--- src/rtl/lfsr_pkg.sv ---
// Shared LFSR step functions and default feedback masks.
// Functions work on a 32-bit container; the active width is passed in so
// one definition serves every WIDTH from 3 to 32.
package lfsr_pkg;

   // Feedback masks (polynomial without the x^W term), primitive in the
   // right-shifting Fibonacci form used by lfsr_fwd.
   localparam logic [31:0] TAPS_W8  = 32'h0000_001D;
   localparam logic [31:0] TAPS_W16 = 32'h0000_100B;
   localparam logic [31:0] TAPS_W32 = 32'h0040_0007;

   function automatic logic [31:0] lfsr_mask(input int unsigned w);
      return (w >= 32) ? 32'hFFFF_FFFF : ((32'h1 << w) - 32'h1);
   endfunction

   // One forward step: feedback enters at the MSB, state shifts right.
   // The de Bruijn term flips feedback when bits [w-1:1] are all zero,
   // splicing the all-zero state into the cycle between 1 and 2^(w-1).
   function automatic logic [31:0] lfsr_fwd(input logic [31:0] state,
                                            input logic [31:0] taps,
                                            input logic        debruijn,
                                            input int unsigned w);
      logic [31:0] s;
      logic [31:0] upper;
      logic        fb;
      s     = state & lfsr_mask(w);
      upper = s >> 1;
      fb    = (^(s & taps)) ^ (debruijn & ~(|upper));
      return upper | ({31'd0, fb} << (w - 1));
   endfunction

   // Exact inverse of lfsr_fwd: recovers the bit that fell off the LSB.
   // Relies on taps[0] being set so the old bit 0 is the only unknown.
   function automatic logic [31:0] lfsr_rev(input logic [31:0] state,
                                            input logic [31:0] taps,
                                            input logic        debruijn,
                                            input int unsigned w);
      logic [31:0] s;
      logic [31:0] low;
      logic        msb;
      logic        b0;
      s   = state & lfsr_mask(w);
      low = s & (lfsr_mask(w) >> 1);
      msb = |(s & (32'h1 << (w - 1)));
      b0  = msb ^ (^(low & (taps >> 1))) ^ (debruijn & ~(|low));
      return (low << 1) | {31'd0, b0};
   endfunction

endpackage

--- src/rtl/lfsr_seq_tick_gen.sv ---
// Clock-enable prescaler: one-cycle tick every DIV cycles while en is high.
// The count is held at zero while en is low, so each run of en starts a
// fresh period and the first tick lands DIV cycles after en rises.
module tick_gen #(
   parameter int unsigned DIV = 1
) (
   input  logic clk,
   input  logic rst,
   input  logic en,
   output logic tick
);

   localparam int unsigned CW = (DIV > 1) ? $clog2(DIV) : 1;
   localparam logic [CW-1:0] LAST = CW'(DIV - 1);

   logic [CW-1:0] cnt_q;
   logic [CW-1:0] cnt_d;

   // Tick on the last count of a period; wrap or hold at zero otherwise.
   always_comb begin
      tick  = en && (cnt_q == LAST);
      cnt_d = '0;
      if (en && !tick) begin
         cnt_d = cnt_q + 1'b1;
      end
   end

   // Count register with synchronous reset.
   always_ff @(posedge clk) begin
      if (rst) begin
         cnt_q <= '0;
      end else begin
         cnt_q <= cnt_d;
      end
   end

endmodule

--- src/rtl/lfsr_seq.sv ---
// Fibonacci LFSR pattern generator with forward/reverse stepping,
// seed/clear/set overrides and period-wrap detection against a reference
// value captured on reset or on any explicit state write.
module lfsr_seq
   import lfsr_pkg::*;
#(
   parameter int unsigned WIDTH     = 8,
   parameter logic [31:0] TAPS      = TAPS_W8,
   parameter bit          DEBRUIJN  = 1'b1,
   parameter logic [31:0] RESET_VAL = 32'h1,
   parameter int unsigned DIV       = 1
) (
   input  logic             clk,
   input  logic             rst,
   input  logic             en,
   input  logic             step,
   input  logic             dir,
   input  logic             load,
   input  logic [WIDTH-1:0] seed,
   input  logic             clr,
   input  logic             set,
   output logic [WIDTH-1:0] state,
   output logic             stepped,
   output logic             wrap,
   output logic [WIDTH:0]   step_cnt,
   output logic             locked
);

   logic             tick;
   logic             adv;
   logic [WIDTH-1:0] fwd_nx;
   logic [WIDTH-1:0] rev_nx;
   logic [WIDTH-1:0] step_nx;

   logic [WIDTH-1:0] state_q, state_d;
   logic [WIDTH-1:0] ref_q, ref_d;
   logic             stepped_q, stepped_d;
   logic             wrap_q, wrap_d;
   logic [WIDTH:0]   cnt_q, cnt_d;

   tick_gen #(.DIV(DIV)) u_tick_gen (
      .clk  (clk),
      .rst  (rst),
      .en   (en),
      .tick (tick)
   );

   assign fwd_nx = WIDTH'(lfsr_fwd(32'(state_q), TAPS, DEBRUIJN, WIDTH));
   assign rev_nx = WIDTH'(lfsr_rev(32'(state_q), TAPS, DEBRUIJN, WIDTH));

   // Next-state: explicit writes capture a new reference; an advance moves
   // once (step and tick together still give a single move).
   always_comb begin
      adv       = step | (en & tick);
      step_nx   = dir ? rev_nx : fwd_nx;
      state_d   = state_q;
      ref_d     = ref_q;
      stepped_d = 1'b0;
      wrap_d    = 1'b0;
      cnt_d     = cnt_q;
      if (clr) begin
         state_d = '0;
         ref_d   = '0;
         cnt_d   = '0;
      end else if (set) begin
         state_d = '1;
         ref_d   = '1;
         cnt_d   = '0;
      end else if (load) begin
         state_d = seed;
         ref_d   = seed;
         cnt_d   = '0;
      end else if (adv) begin
         state_d   = step_nx;
         stepped_d = 1'b1;
         if (step_nx == ref_q) begin
            wrap_d = 1'b1;
            cnt_d  = '0;
         end else if (cnt_q != '1) begin
            cnt_d = cnt_q + 1'b1;
         end
      end
   end

   // State registers; reset overrides every other request.
   always_ff @(posedge clk) begin
      if (rst) begin
         state_q   <= RESET_VAL[WIDTH-1:0];
         ref_q     <= RESET_VAL[WIDTH-1:0];
         stepped_q <= 1'b0;
         wrap_q    <= 1'b0;
         cnt_q     <= '0;
      end else begin
         state_q   <= state_d;
         ref_q     <= ref_d;
         stepped_q <= stepped_d;
         wrap_q    <= wrap_d;
         cnt_q     <= cnt_d;
      end
   end

   assign state    = state_q;
   assign stepped  = stepped_q;
   assign wrap     = wrap_q;
   assign step_cnt = cnt_q;
   assign locked   = (state_q == '0) && !DEBRUIJN;

endmodule
--- config.mk ---
export PLATFORM = sky130hd
export DESIGN_NAME = lfsr_seq
export DESIGN_NICKNAME = d
export VERILOG_FILES = /design/src/rtl/lfsr_pkg.sv /design/src/rtl/lfsr_seq_tick_gen.sv /design/src/rtl/lfsr_seq.sv
export SDC_FILE = /design/constraint.sdc
export NUM_CORES = 1
export LEC_CHECK = 0
export BUFFER_PORTS_ARGS = -buffer_cell sky130_fd_sc_hd__buf_4
export CORE_ASPECT_RATIO = 2
export CORE_UTILIZATION = 50
export CTS_CLUSTER_DIAMETER = 200
export DETAILED_ROUTE_END_ITERATION = 8
export GPL_TIMING_DRIVEN = 1
export PLACE_DENSITY = 0.75
export SYNTH_ARGS = -nofsm -noshare
export SYNTH_HDL_FRONTEND = slang
export SYNTH_SLANG_ARGS = --single-unit
--- constraint.sdc ---
create_clock -name clk -period 2.9 [get_ports clk]
set_input_delay 0.435 -clock clk [delete_from_list [all_inputs] [get_ports clk]]
set_output_delay 0.435 -clock clk [all_outputs]
set_load 0.1 [all_outputs]
==> results, run 1 <==
- The number of search-and-repair iterations in the first detailed-routing pass is 4.
- Among all stages on the critical path, the largest delay is contributed by sky130_fd_sc_hd__or4_4.
- For this run, the leading register cell type out of synthesis is sky130_fd_sc_hd__dfxtp_1.
- The starting density of the core is 53.82%.
- The final hold violation count is 0.
- The setup slack after placement is 90.92 ps.
- The remaining antenna violation count is 0.
- The worst setup path is captured at a register.
- The largest total area in the synthesized netlist belongs to sky130_fd_sc_hd__dfxtp_1.
- TritonCTS built the clock tree.
- The clock reaches the later pin of the worst-skew pair after 280 ps.
- The mapped netlist covers 1622 um^2.
- The compound-cell area share of the yosys netlist is 20.83%.
- The final setup skew is 6.214 ps.
- The number of antenna violations at the first check in global routing is 0.
- The area share of and/or/nand/nor cells after synthesis is 18.21%.
- Clock tree synthesis found a total of 28 sinks.
- The final design instance area without fill is 1968 um^2.
- The fraction of registers with async set/reset is 0%.
- The longest clock path from root to sink contains 2 buffers.
- The H-tree depth is 1.
- The netlist uses 51 different library cells.
- The post-placement cell area is 1916 um^2.
- The share of synthesized area occupied by flip-flops and latches is 34.57%.
- The largest stage delay on the critical path is 490 ps.
- Measured on the finished design, the core utilization comes to 65.32%.
- The share of final-layout standard cells stronger than drive strength 1 is 28.77%.
- The arrival time of data at the critical path endpoint is 2900 ps.
- The run finished with clean final reports.
- Ranked by instance count, the synthesized netlist is headed by sky130_fd_sc_hd__dfxtp_1 (28), sky130_fd_sc_hd__a21oi_1 (18), sky130_fd_sc_hd__mux2i_1 (12).
- The tightest min-delay check is of the input pin to register type.
- The area growth from synthesis to final layout is 21.37%.
- For this run, the post-layout net count is 239.
- Adding up every negative setup slack in the final design gives 0 ps.
- The yosys synthesis warning count is 0.
- Dividing total power by cell area gives a power density of 444.5 nW/um^2.
- The count of antenna diodes in the layout is 0.
- The number of design rule violations left after detail routing is 0.
- In the post-synthesis netlist, the cell with the most instances is sky130_fd_sc_hd__dfxtp_1.
- Measured along the y axis, the die boundary spans 82.54 um.
- The share of the clock period used by the worst path after layout is 93.88%.
- The floorplan has 28 rows.
- The number of hold buffers added after CTS was 0.
- The final hold slack is 343.5 ps.
- The minimum setup slack in the final design is 177.6 ps.
- Data on the critical path is required at its endpoint by 3070 ps.
- At the end of routability-driven placement, the weighted congestion stood at 0.9154.
- TritonCTS created 3 clock buffers.
- The highest clock rate is 367.3 MHz.
- Once detailed placement completed, the half-perimeter wirelength came to 3.137 mm.
- The post-synthesis area per instance is 8.813 um^2.
- After synthesis, the share of cell area in mux cells is 11.81%.
- In this run the worst path has a maximum fanout of 10.
- The relative slew slack is 60.22%.
- The type of the worst setup path is register to register.
- The adder-cell area share of the yosys netlist is 2.315%.
- For the pin with the worst max-slew slack, the measured transition is 581.7 ps.
- The pin count of the biggest net entering global routing is 17.
- Across the VDD grid, the largest voltage drop is 0.0003321 V.
- The count of mapped cells out of synthesis is 184.
- The final count of pins violating max slew is 0.
- The routed layout has 1520 vias.
- The critical path goes through inv_1 -> ha_1 -> xor2_1 -> xnor2_2 -> mux2i_1 -> nor2_1 -> or4_4 -> buf_4 -> a22oi_1 -> a21bo_2.
- After clock tree synthesis, the clock-pin slew on the worst setup and hold paths is 90 ps.
- The count of buffers added on input and output ports is 34.
- The average wire per standard cell is 16.05 um.
- For the finished layout, the period the worst path requires is 2722 ps.
- The startpoint type of the worst setup path is a register.
- The tool flagged a number of max-cap violations equal to 0.
- The top cell type by area accounts for 34.57% of the synthesized area.
- The number of buffers inserted to repair setup after CTS is 0.
- The number of global-route vias before repair was 1485.
- The area inside the core boundary is 3013 um^2.
- By area the synthesized netlist is led by sky130_fd_sc_hd__dfxtp_1 (35%), sky130_fd_sc_hd__mux2i_1 (7.4%), sky130_fd_sc_hd__a21oi_1 (5.6%).
- In this run, synthesis inferred 0 flip-flops with an integrated enable.
- The final setup violation count is 0.
- For this design the static power due to leakage is 0.8972 nW.
- Setup repair after global routing left no endpoint under its margin.
- After detailed routing, the number of vias per cell comes to 6.104.
- The I/O pin count is 36.
- The cell sitting at the root of the clock tree is a sky130_fd_sc_hd__clkbuf_8.
- The detailed router finished its first iteration with 49 violations.
- Measured along the x axis, the die boundary spans 42.27 um.
- By area, the combinational part of the netlist is dominated by compound AO/OA/AOI/OAI gates.
- Global routing used 25.31% of the available tracks across all layers.
- The die footprint is 3489 um^2.
- The synthesized netlist devotes 7.870% of its cell area to XOR and XNOR gates.
- The leftover overflow at the end of global routing is 0.
- The final wirelength is 3.997 mm.
- The first global-routing pass estimated 6.851 mm of wire.
- The number of register bits inferred by synthesis is 28.
==> placed cells by master, fill, tap and decap left out, types with 7 or more instances in the layout <==
cell type                  n
sky130_fd_sc_hd__a21oi_1  18
sky130_fd_sc_hd__a31oi_1   7
sky130_fd_sc_hd__buf_4    38
sky130_fd_sc_hd__dfxtp_1  22
sky130_fd_sc_hd__mux2i_1  12
sky130_fd_sc_hd__nand2_1   9
sky130_fd_sc_hd__nand3_1   7
sky130_fd_sc_hd__nor2_1   11
sky130_fd_sc_hd__o21ai_0  10
sky130_fd_sc_hd__xor2_1    8
==> registers in the layout, summed over array words and instances (netlist names) <==
| signal | count |
|---|---|
| wrap | 1 |
| step_cnt | 9 |
| state | 8 |
| ref_q | 8 |
| stepped | 1 |
| u_tick_gen.cnt_q | 1 |
==> final timing paths <==
kind | depth (start not counted) | slack (ps) | endpoint | from
worst max-delay path | 10 | 180 | step_cnt[6] | state[2]
worst min-delay path | 2 | 340 | state[0] | clr
worst max register to register | 10 | 180 | step_cnt[6] | state[2]
worst min register to register | 1 | 500 | step_cnt[4] | step_cnt[4]
==> cell families after synthesis <==
logic type,count (synthesis)
buffers and inverters,14
AND/OR/NAND/NOR,55
XOR/XNOR,13
flip-flops,28
multiplexers,18
adder cells (fa/ha/maj),3
other,1
AO/OA/AOI/OAI,52
==> per-layer routing <==
metal | track usage [%] | vias to the layer above | wire, um
met5 | 0 | - | 0
met4 | 12.81 | 0 | 152
met3 | 3.913 | 13 | 155
met2 | 49.23 | 51 | 2292
met1 | 25.07 | 716 | 1397
li1 | - | 740 | -
==> repair_timing <==
item	in CTS	in global routing
gates resized for setup	0	1
setup endpoints to repair	0	6
endpoints found under the hold margin	0	0
==> where the power goes <==
group / internal (mW) / switching, mW / total [mW]
sequential: 0.400 / 0.0210 / 0.421
combinational: 0.0898 / 0.149 / 0.239
clock: 0.0952 / 0.120 / 0.215
total: 0.585 / 0.290 / 0.875
==> cell type report <==
| type | instances | area (um^2) |
|---|---|---|
| clock buffers | 3 | 41.29 |
| clock inverters | 1 | 3.754 |
| fillers | 278 | 1045 |
| inverters | 6 | 22.52 |
| multi-input cells | 143 | 1005 |
| flip-flops and latches | 28 | 573.1 |
| well taps | 30 | 37.54 |
| repair buffers | 38 | 285.3 |
==> critical path, delay by kind of cell, from the launching register on <==
| family | cells | cell delay, ps |
|---|---|---|
| simple gates | 2 | 570 |
| compound gates | 2 | 360 |
| buf+inv | 2 | 240 |
| flops | 1 | 400 |
| xor+xnor | 2 | 460 |
| mux | 1 | 260 |
| fa+ha+maj | 1 | 330 |
==> through the flow <==
stage | std cells | power, mW
6_report | 249 | 0.8749
5_1_grt | 249 | 0.9187
4_1_cts | 249 | 0.8771
3_5_place_dp | 245 | 0.6638
3_3_place_gp | 245 | 0.6571
2_1_floorplan | 185 | 0.6050
(Power assumes the default switching activity.)
==> run 2: changes to the inputs <==
==> constraint.sdc (replaced) <==
create_clock -name clk -period 2.9 [get_ports clk]
set_input_delay 0.145 -clock clk [delete_from_list [all_inputs] [get_ports clk]]
set_output_delay 0.145 -clock clk [all_outputs]
set_load 0.1 [all_outputs]
==> run 2 against run 1 <==
Final area is 0.57% lower; global-route usage shrank 0.22 points; register-to-register slack better by 30 ps; maximum frequency up 1.1%; sequential power about the same; die area unchanged; clock power about the same; hold slack lost 290 ps; non-clock buffer count is 1 lower; power fell by 0.27%; critical path type unchanged; largest cell class unchanged; largest power group unchanged.
==> results, run 2 (synthesized netlist as in run 1, its figures left out) <==
- The final wirelength came to 3.999 mm (about the same).
- The power density relative to cell area is 445.9 nW/um^2 (+0.30%).
- The average wire per standard cell is 16.19 um (+0.86%).
- In this run the critical register-to-register path is captured at step_cnt[6].
- The detailed placement HPWL came to 3.179 mm (+1.3%).
- The number of buffers inserted to repair setup after CTS is 0 (unchanged).
- The number of inserted filler cells in the final layout is 257 (-7.6%).
- The die footprint is 3489 um^2 (unchanged).
- The sum of negative setup slack is 0 ps (unchanged).
- The global-route wire length before repair came to 6.624 mm (-3.3%).
- The pin count of the biggest net entering global routing is 17 (unchanged).
- The largest fanout on the critical path was 10 (unchanged).
- The final estimated routing congestion in global placement was 0.9253 (+1.1%).
- The slack of the worst reg-to-reg path is 210 ps (+30 ps).
- The depth of the most critical reg-to-reg path is 10 (unchanged).
- The number of design rule violations left after detail routing is 0 (unchanged).
- The final hold violation count is 0 (unchanged).
- The peak ir drop on the vdd network came to 0.0003455 V (+4.1%).
- The I/O pin count is 36 (unchanged).
- The kind of capture point of the worst setup path is a register.
- The total track usage is 25.09% (-0.22 points).
- The number of search-and-repair iterations in the first detailed-routing pass came to 4 (unchanged).
- The H-tree depth came to 1 (unchanged).
- The remaining antenna violation count came to 0 (unchanged).
- The origin of the critical flop-to-flop path is state[2].
- The cell row count is 28 (unchanged).
- The highest clock rate is 371.3 MHz (+1.1%).
- The min-delay analysis places its worst path in the category input pin to register.
- The library cells used most frequently in the layout, excluding fill and tap cells, are sky130_fd_sc_hd__buf_4 (37), sky130_fd_sc_hd__dfxtp_1 (22), sky130_fd_sc_hd__a21oi_1 (18).
- The worst hold endpoint is state[0].
- The required time of the critical path is 3080 ps (about the same).
- The slew at the pin closest to its max-slew limit is 557.5 ps (-24.21 ps).
- The final setup skew was 2.157 ps (-4.056 ps).
- The final design instance area without fill is 1957 um^2 (-0.57%).
- The TritonCTS clock tree is built.
- CTS placed an instance of sky130_fd_sc_hd__clkbuf_8 at the clock tree root.
- The starting density of the core is 53.82% (unchanged).
- The vias after detailed routing was 1481 (-2.6%).
- The final setup violation count came to 0 (unchanged).
- The die height is 82.54 um (unchanged).
- The final design utilization is 64.95% (-0.37 points).
- The quantity of hold-fixing buffers added after cts is 0 (unchanged).
- The library cell used most frequently in the layout, excluding fill and tap cells, is sky130_fd_sc_hd__buf_4.
- The total power was 0.8725 mW (-0.27%).
- The number of buffers added by the clock tree synthesis step is 3 (unchanged).
- The via density per instance is 5.996 (-1.8%).
- The area growth from synthesis to final layout is 20.68%.
- The area inside the core boundary is 3013 um^2 (unchanged).
- The share of the clock period used by the worst path after layout is 92.87% (-1.0 points).
- The max-capacitance violation count is 0 (unchanged).
- The count of antenna diodes in the layout was 0 (unchanged).
- The share of final-layout standard cells stronger than drive strength 1 is 28.57% (-0.20 points).
- In this run the most critical hold path is launched from clr.
- The final count of pins violating max slew is 0 (unchanged).
- The clock period minus final worst setup slack is 2693 ps (-29.30 ps).
- The number of antenna violations at the first check in global routing is 0 (unchanged).
- The relative slew slack is 61.87% (+1.7 points).
- Setup repair after global routing left no endpoint under its margin.
- The final net count was 238 (-0.42%).
- The startpoint type of the worst setup path is a register.
- The number of DRC markers after the initial detailed-route iteration is 31 (-37%).
- The source-to-sink clock delay at the later pin of the worst-skew pair is 280 ps (about the same).
- The count of input and output buffers is 34 (unchanged).
- The clock-pin slew on the worst setup and hold paths is 90 ps (about the same).
- The leftover overflow at the end of global routing was 0 (unchanged).
- The post-placement cell area was 1908 um^2 (-0.39%).
- The arrival time of data at the critical path endpoint is 2870 ps (-30 ps).
- The number of global-route vias before repair is 1496 (+0.74%).
- The buffer levels on the longest clock path is 2 (unchanged).
- The flow ran to the end, and the final reports show no timing, DRC or antenna violations.
- The TritonCTS sink count was 28 (unchanged).
- The leakage component of the power is 0.8902 nW (-0.78%).
- The number of cells traversed by the worst hold path was 2 (unchanged).
- The flip-flop count of the largest register, all copies and words added is 9 (unchanged).
- The horizontal die dimension is 42.27 um (unchanged).
- The type of the worst setup path is register to register.
[run 2: worst max-delay path by stage]
stage,slack (ps),start,cells after the start,end
after detailed placement,110,state[2],10,step_cnt[6]
after global placement,220,state[2],9,step_cnt[0]
after floorplan,4,state[6],8,step_cnt[0]
after CTS,90,state[2],10,step_cnt[6]
final,210,state[2],10,step_cnt[6]
after global routing,40,state[2],10,step_cnt[6]
[run 2: cell type report]
| class | count | area [um^2] | share of cell area, % |
|---|---|---|---|
| Clock buffer | 3 | 41.29 | 2.110 |
| Timing Repair Buffer | 37 | 277.8 | 14.19 |
| Multi-Input combinational cell | 143 | 1005 | 51.34 |
| Tap cell | 30 | 37.54 | 1.918 |
| Inverter | 6 | 22.52 | 1.151 |
| Sequential cell | 28 | 573.1 | 29.28 |
[run 2: per-stage QoR]
step                std cells  hold WS, ps  worst slack (ps)
CTS                       247        51.44             86.38
finish                    247        56.37             206.9
detailed placement        244        349.8             112.4
global placement          244        345.6             222.7
global route              247        53.13             43.77
floorplan                 185        240.1             4.218
[run 2: critical path, cell delays in order (launching register included)]
cell and delay [ps]:
sky130_fd_sc_hd__dfxtp_4 390, sky130_fd_sc_hd__inv_1 50, sky130_fd_sc_hd__ha_1 320, sky130_fd_sc_hd__xor2_1 180, sky130_fd_sc_hd__xnor2_2 280, sky130_fd_sc_hd__nor2_1 110, sky130_fd_sc_hd__a211o_1 300, sky130_fd_sc_hd__or4_4 420
sky130_fd_sc_hd__buf_4 180, sky130_fd_sc_hd__a22oi_1 120, sky130_fd_sc_hd__a21bo_2 230
[run 2: metal layers]
metal | global-route usage, % | vias up | part of all wire [%]
met5 | 0 | - | 0
li1 | - | 734 | -
met2 | 51.08 | 47 | 58
met3 | 2.826 | 18 | 2.8
met1 | 21.98 | 682 | 34
met4 | 16.25 | 0 | 4.9
[run 2: timing repair]
action	in CTS	in global routing
endpoints found under the hold margin	0	0
resized for setup	0	1
endpoints found under the setup margin	0	8
[run 2: where the power goes]
group / switching [mW] / internal (mW)
Clock: 0.119 / 0.0935
Combinational: 0.151 / 0.0896
Sequential: 0.0198 / 0.400
==> run 3: changes to the inputs <==
--- a/config.mk
+++ b/config.mk
@@ -7,11 +7,11 @@
 export LEC_CHECK = 0
 export BUFFER_PORTS_ARGS = -buffer_cell sky130_fd_sc_hd__buf_4
 export CORE_ASPECT_RATIO = 2
-export CORE_UTILIZATION = 50
+export CORE_UTILIZATION = 53
 export CTS_CLUSTER_DIAMETER = 200
 export DETAILED_ROUTE_END_ITERATION = 8
 export GPL_TIMING_DRIVEN = 1
-export PLACE_DENSITY = 0.75
+export PLACE_DENSITY = 0.84
 export SYNTH_ARGS = -nofsm -noshare
 export SYNTH_HDL_FRONTEND = slang
 export SYNTH_SLANG_ARGS = --single-unit
==> run 3 against run 2 <==
Count of clock-buffer cells in the layout is 1 higher; sequential share of layout area down 0.31 points; clock power increased by 18%; maximum frequency shrank 2.3%; worst setup slack lost 65 ps; power is 4.8% higher; register-to-register slack worse by 60 ps; non-clock buffer count is the same; highest routed layer unchanged; first-iteration DRC count rose by 16%; sequential power about the same; die area is 5.5% lower.
==> results, run 3 (synthesized netlist as in run 1, its figures left out) <==
- The flow ran to the end, and the final reports show no timing, DRC or antenna violations.
- Setup repair after global routing left no endpoint under its margin.
- The largest fanout on the critical path was 7 (-3).
- The depth of the most critical reg-to-reg path is 9 (-1).
- The area inside the core boundary is 2943 um^2 (-2.3%).
- TritonCTS built the clock tree.
- The via density per instance is 6.153 (+2.6%).
- The number of buffers inserted to repair setup after CTS is 0 (unchanged).
- The TritonCTS sink count is 28 (unchanged).
- The power density relative to cell area is 462.1 nW/um^2 (+3.6%).
- The leakage component of the power is 0.8978 nW (+0.85%).
- From synthesis to final layout, the design area changed by 21.99%.
- The total track usage is 27.43% (+2.3 points).
- The leftover overflow at the end of global routing is 0 (unchanged).
- The highest clock rate was 362.6 MHz (-2.3%).
- The remaining antenna violation count is 0 (unchanged).
- The pin count of the biggest net entering global routing is 17 (unchanged).
- The final setup violation count came to 0 (unchanged).
- The count of input and output buffers is 34 (unchanged).
- The clock period minus final worst setup slack is 2758 ps (+64.66 ps).
- The worst hold path terminates at state[0].
- The slack of the worst reg-to-reg path was 140 ps (-60 ps).
- The H-tree depth is 1 (unchanged).
- The final hold violation count is 0 (unchanged).
- The relative slew slack is 53.60% (-8.3 points).
- The I/O pin count is 36 (unchanged).
- The count of antenna diodes in the layout is 0 (unchanged).
- The number of global-route vias before repair is 1375 (-8.1%).
- The clock-pin slew on the worst setup and hold paths is 100 ps (about the same).
- The library cells used most frequently in the layout, excluding fill and tap cells, are sky130_fd_sc_hd__buf_4 (37), sky130_fd_sc_hd__dfxtp_1 (22), sky130_fd_sc_hd__a21oi_1 (18).
- The minimum setup slack in the final design was 142.2 ps (-64.66 ps).
- The peak ir drop on the vdd network is 0.0003586 V (+3.8%).
- The share of final-layout standard cells stronger than drive strength 1 is 29.36% (+0.79 points).
- The buffer levels on the longest clock path is 2 (unchanged).
- The kind of capture point of the worst setup path is a register.
- The worst min-delay path class is input pin to register.
- The most common cell after layout, fill and taps aside is sky130_fd_sc_hd__buf_4.
- The detailed placement HPWL is 2.948 mm (-7.2%).
- The required time of the critical path is 3080 ps (about the same).
- The number of search-and-repair iterations in the first detailed-routing pass is 4 (unchanged).
- The sum of negative setup slack is 0 ps (unchanged).
- The type of the worst setup path is register to register.
- The flip-flop count of the largest register, all copies and words added is 9 (unchanged).
- The arrival time of data at the critical path endpoint is 2940 ps (+70 ps).
- The number of buffers added by the clock tree synthesis step is 3 (unchanged).
- The setup slack after placement came to 79.12 ps (-33.32 ps).
- The cell row count is 28 (unchanged).
- The final wirelength is 4.008 mm (+0.23%).
- The quantity of hold-fixing buffers added after cts was 0 (unchanged).
- The buffer cell driving the clock tree root is sky130_fd_sc_hd__clkbuf_8.
- The vias after detailed routing is 1526 (+3.0%).
- The die footprint is 3298 um^2 (-5.5%).
- The startpoint type of the worst setup path is a register.
- The number of design rule violations left after detail routing is 0 (unchanged).
- The final net count was 238 (unchanged).
- The die height is 80.23 um (-2.8%).
- The number of DRC markers after the initial detailed-route iteration came to 36 (+16%).
- The horizontal die dimension was 41.11 um (-2.7%).
- The startpoint identified for the worst register-to-register timing path is state[2].
- The final count of pins violating max slew came to 0 (unchanged).
- The worst register-to-register path ends at step_cnt[0].
- The post-cts resize count is 0 (unchanged).
- The final estimated routing congestion in global placement came to 0.8412 (-9.1%).
- The global-route wire length before repair was 6.306 mm (-4.8%).
- The critical hold path startpoint is clr.
- The max-capacitance violation count came to 0 (unchanged).
- The final setup skew is 8.000 ps (+5.842 ps).
- The starting density of the core is 55.10% (+1.3 points).
- The source-to-sink clock delay at the later pin of the worst-skew pair is 280 ps (about the same).
- The average wire per standard cell is 16.16 um (-0.18%).
- The number of antenna violations at the first check in global routing is 0 (unchanged).
- The number of cells traversed by the worst hold path is 2 (unchanged).
- The share of the clock period used by the worst path after layout came to 95.10% (+2.2 points).
- The slew at the pin closest to its max-slew limit is 678.4 ps (+120.9 ps).
==> run 3: cell types whose count changed in the layout (fill, tap and decap cells not counted) <==
cell / change
sky130_fd_sc_hd__xor2_1: -1
sky130_fd_sc_hd__xor2_2: +1
sky130_fd_sc_hd__clkbuf_8: +1
==> run 3: worst max-delay path, stage by stage (launching register included) <==
cell,delay [ps]
sky130_fd_sc_hd__dfxtp_4,400
sky130_fd_sc_hd__inv_1,50
sky130_fd_sc_hd__ha_1,360
sky130_fd_sc_hd__xor2_1,170
sky130_fd_sc_hd__and2_1,180
sky130_fd_sc_hd__xnor3_1,260
sky130_fd_sc_hd__a211o_1,290
sky130_fd_sc_hd__or4_4,450
sky130_fd_sc_hd__and3b_1,250
sky130_fd_sc_hd__mux2_4,270
==> run 3: stage by stage <==
stage               cells  instance area [um^2]  hold slack (ps)  utilization, %  power (mW)
floorplan             185                  1638            240.1               -      0.6050
global placement      244                  1908            356.9           64.84      0.6604
detailed placement    244                  1908            354.9           64.84      0.6645
CTS                   248                  1963            52.04           66.71      0.9123
global route          248                  1978            55.10           67.22      0.9468
finish                248                  1978            50.65           67.22      0.9142
==> run 3: final cells by class <==
type	instances	area (um^2)
inverter	6	22.52
clock buffer	4	55.05
tap	30	37.54
multi-input combinational	143	1012
timing repair buffer	37	277.8
fill	253	964.7
sequential	28	573.1
==> run 3: worst max-delay path by stage <==
stage,startpoint,to,slack (ps),depth (start not counted)
finish,state[2],step_cnt[0],140,9
detailed placement,state[2],step_cnt[0],80,9
CTS,state[2],step_cnt[0],2,9
global route,state[2],step_cnt[0],9,9
floorplan,state[6],step_cnt[0],4,8
global placement,state[2],step_cnt[0],180,9
==> run 3: layer usage <==
layer | share of wire [%] | wire length, um | vias up | track usage (%)
met3 | 2.4 | 97 | 16 | 3.315
li1 | - | - | 735 | -
met1 | 37 | 1482 | 734 | 27.95
met4 | 5.5 | 221 | 0 | 16.13
met2 | 55 | 2207 | 41 | 47.97
met5 | 0 | 0 | - | 0
==> run 3: power by group <==
part / total, mW / internal (mW) / switching (mW)
clock network: 0.250 / 0.122 / 0.128
logic: 0.244 / 0.0905 / 0.154
registers: 0.421 / 0.400 / 0.0210
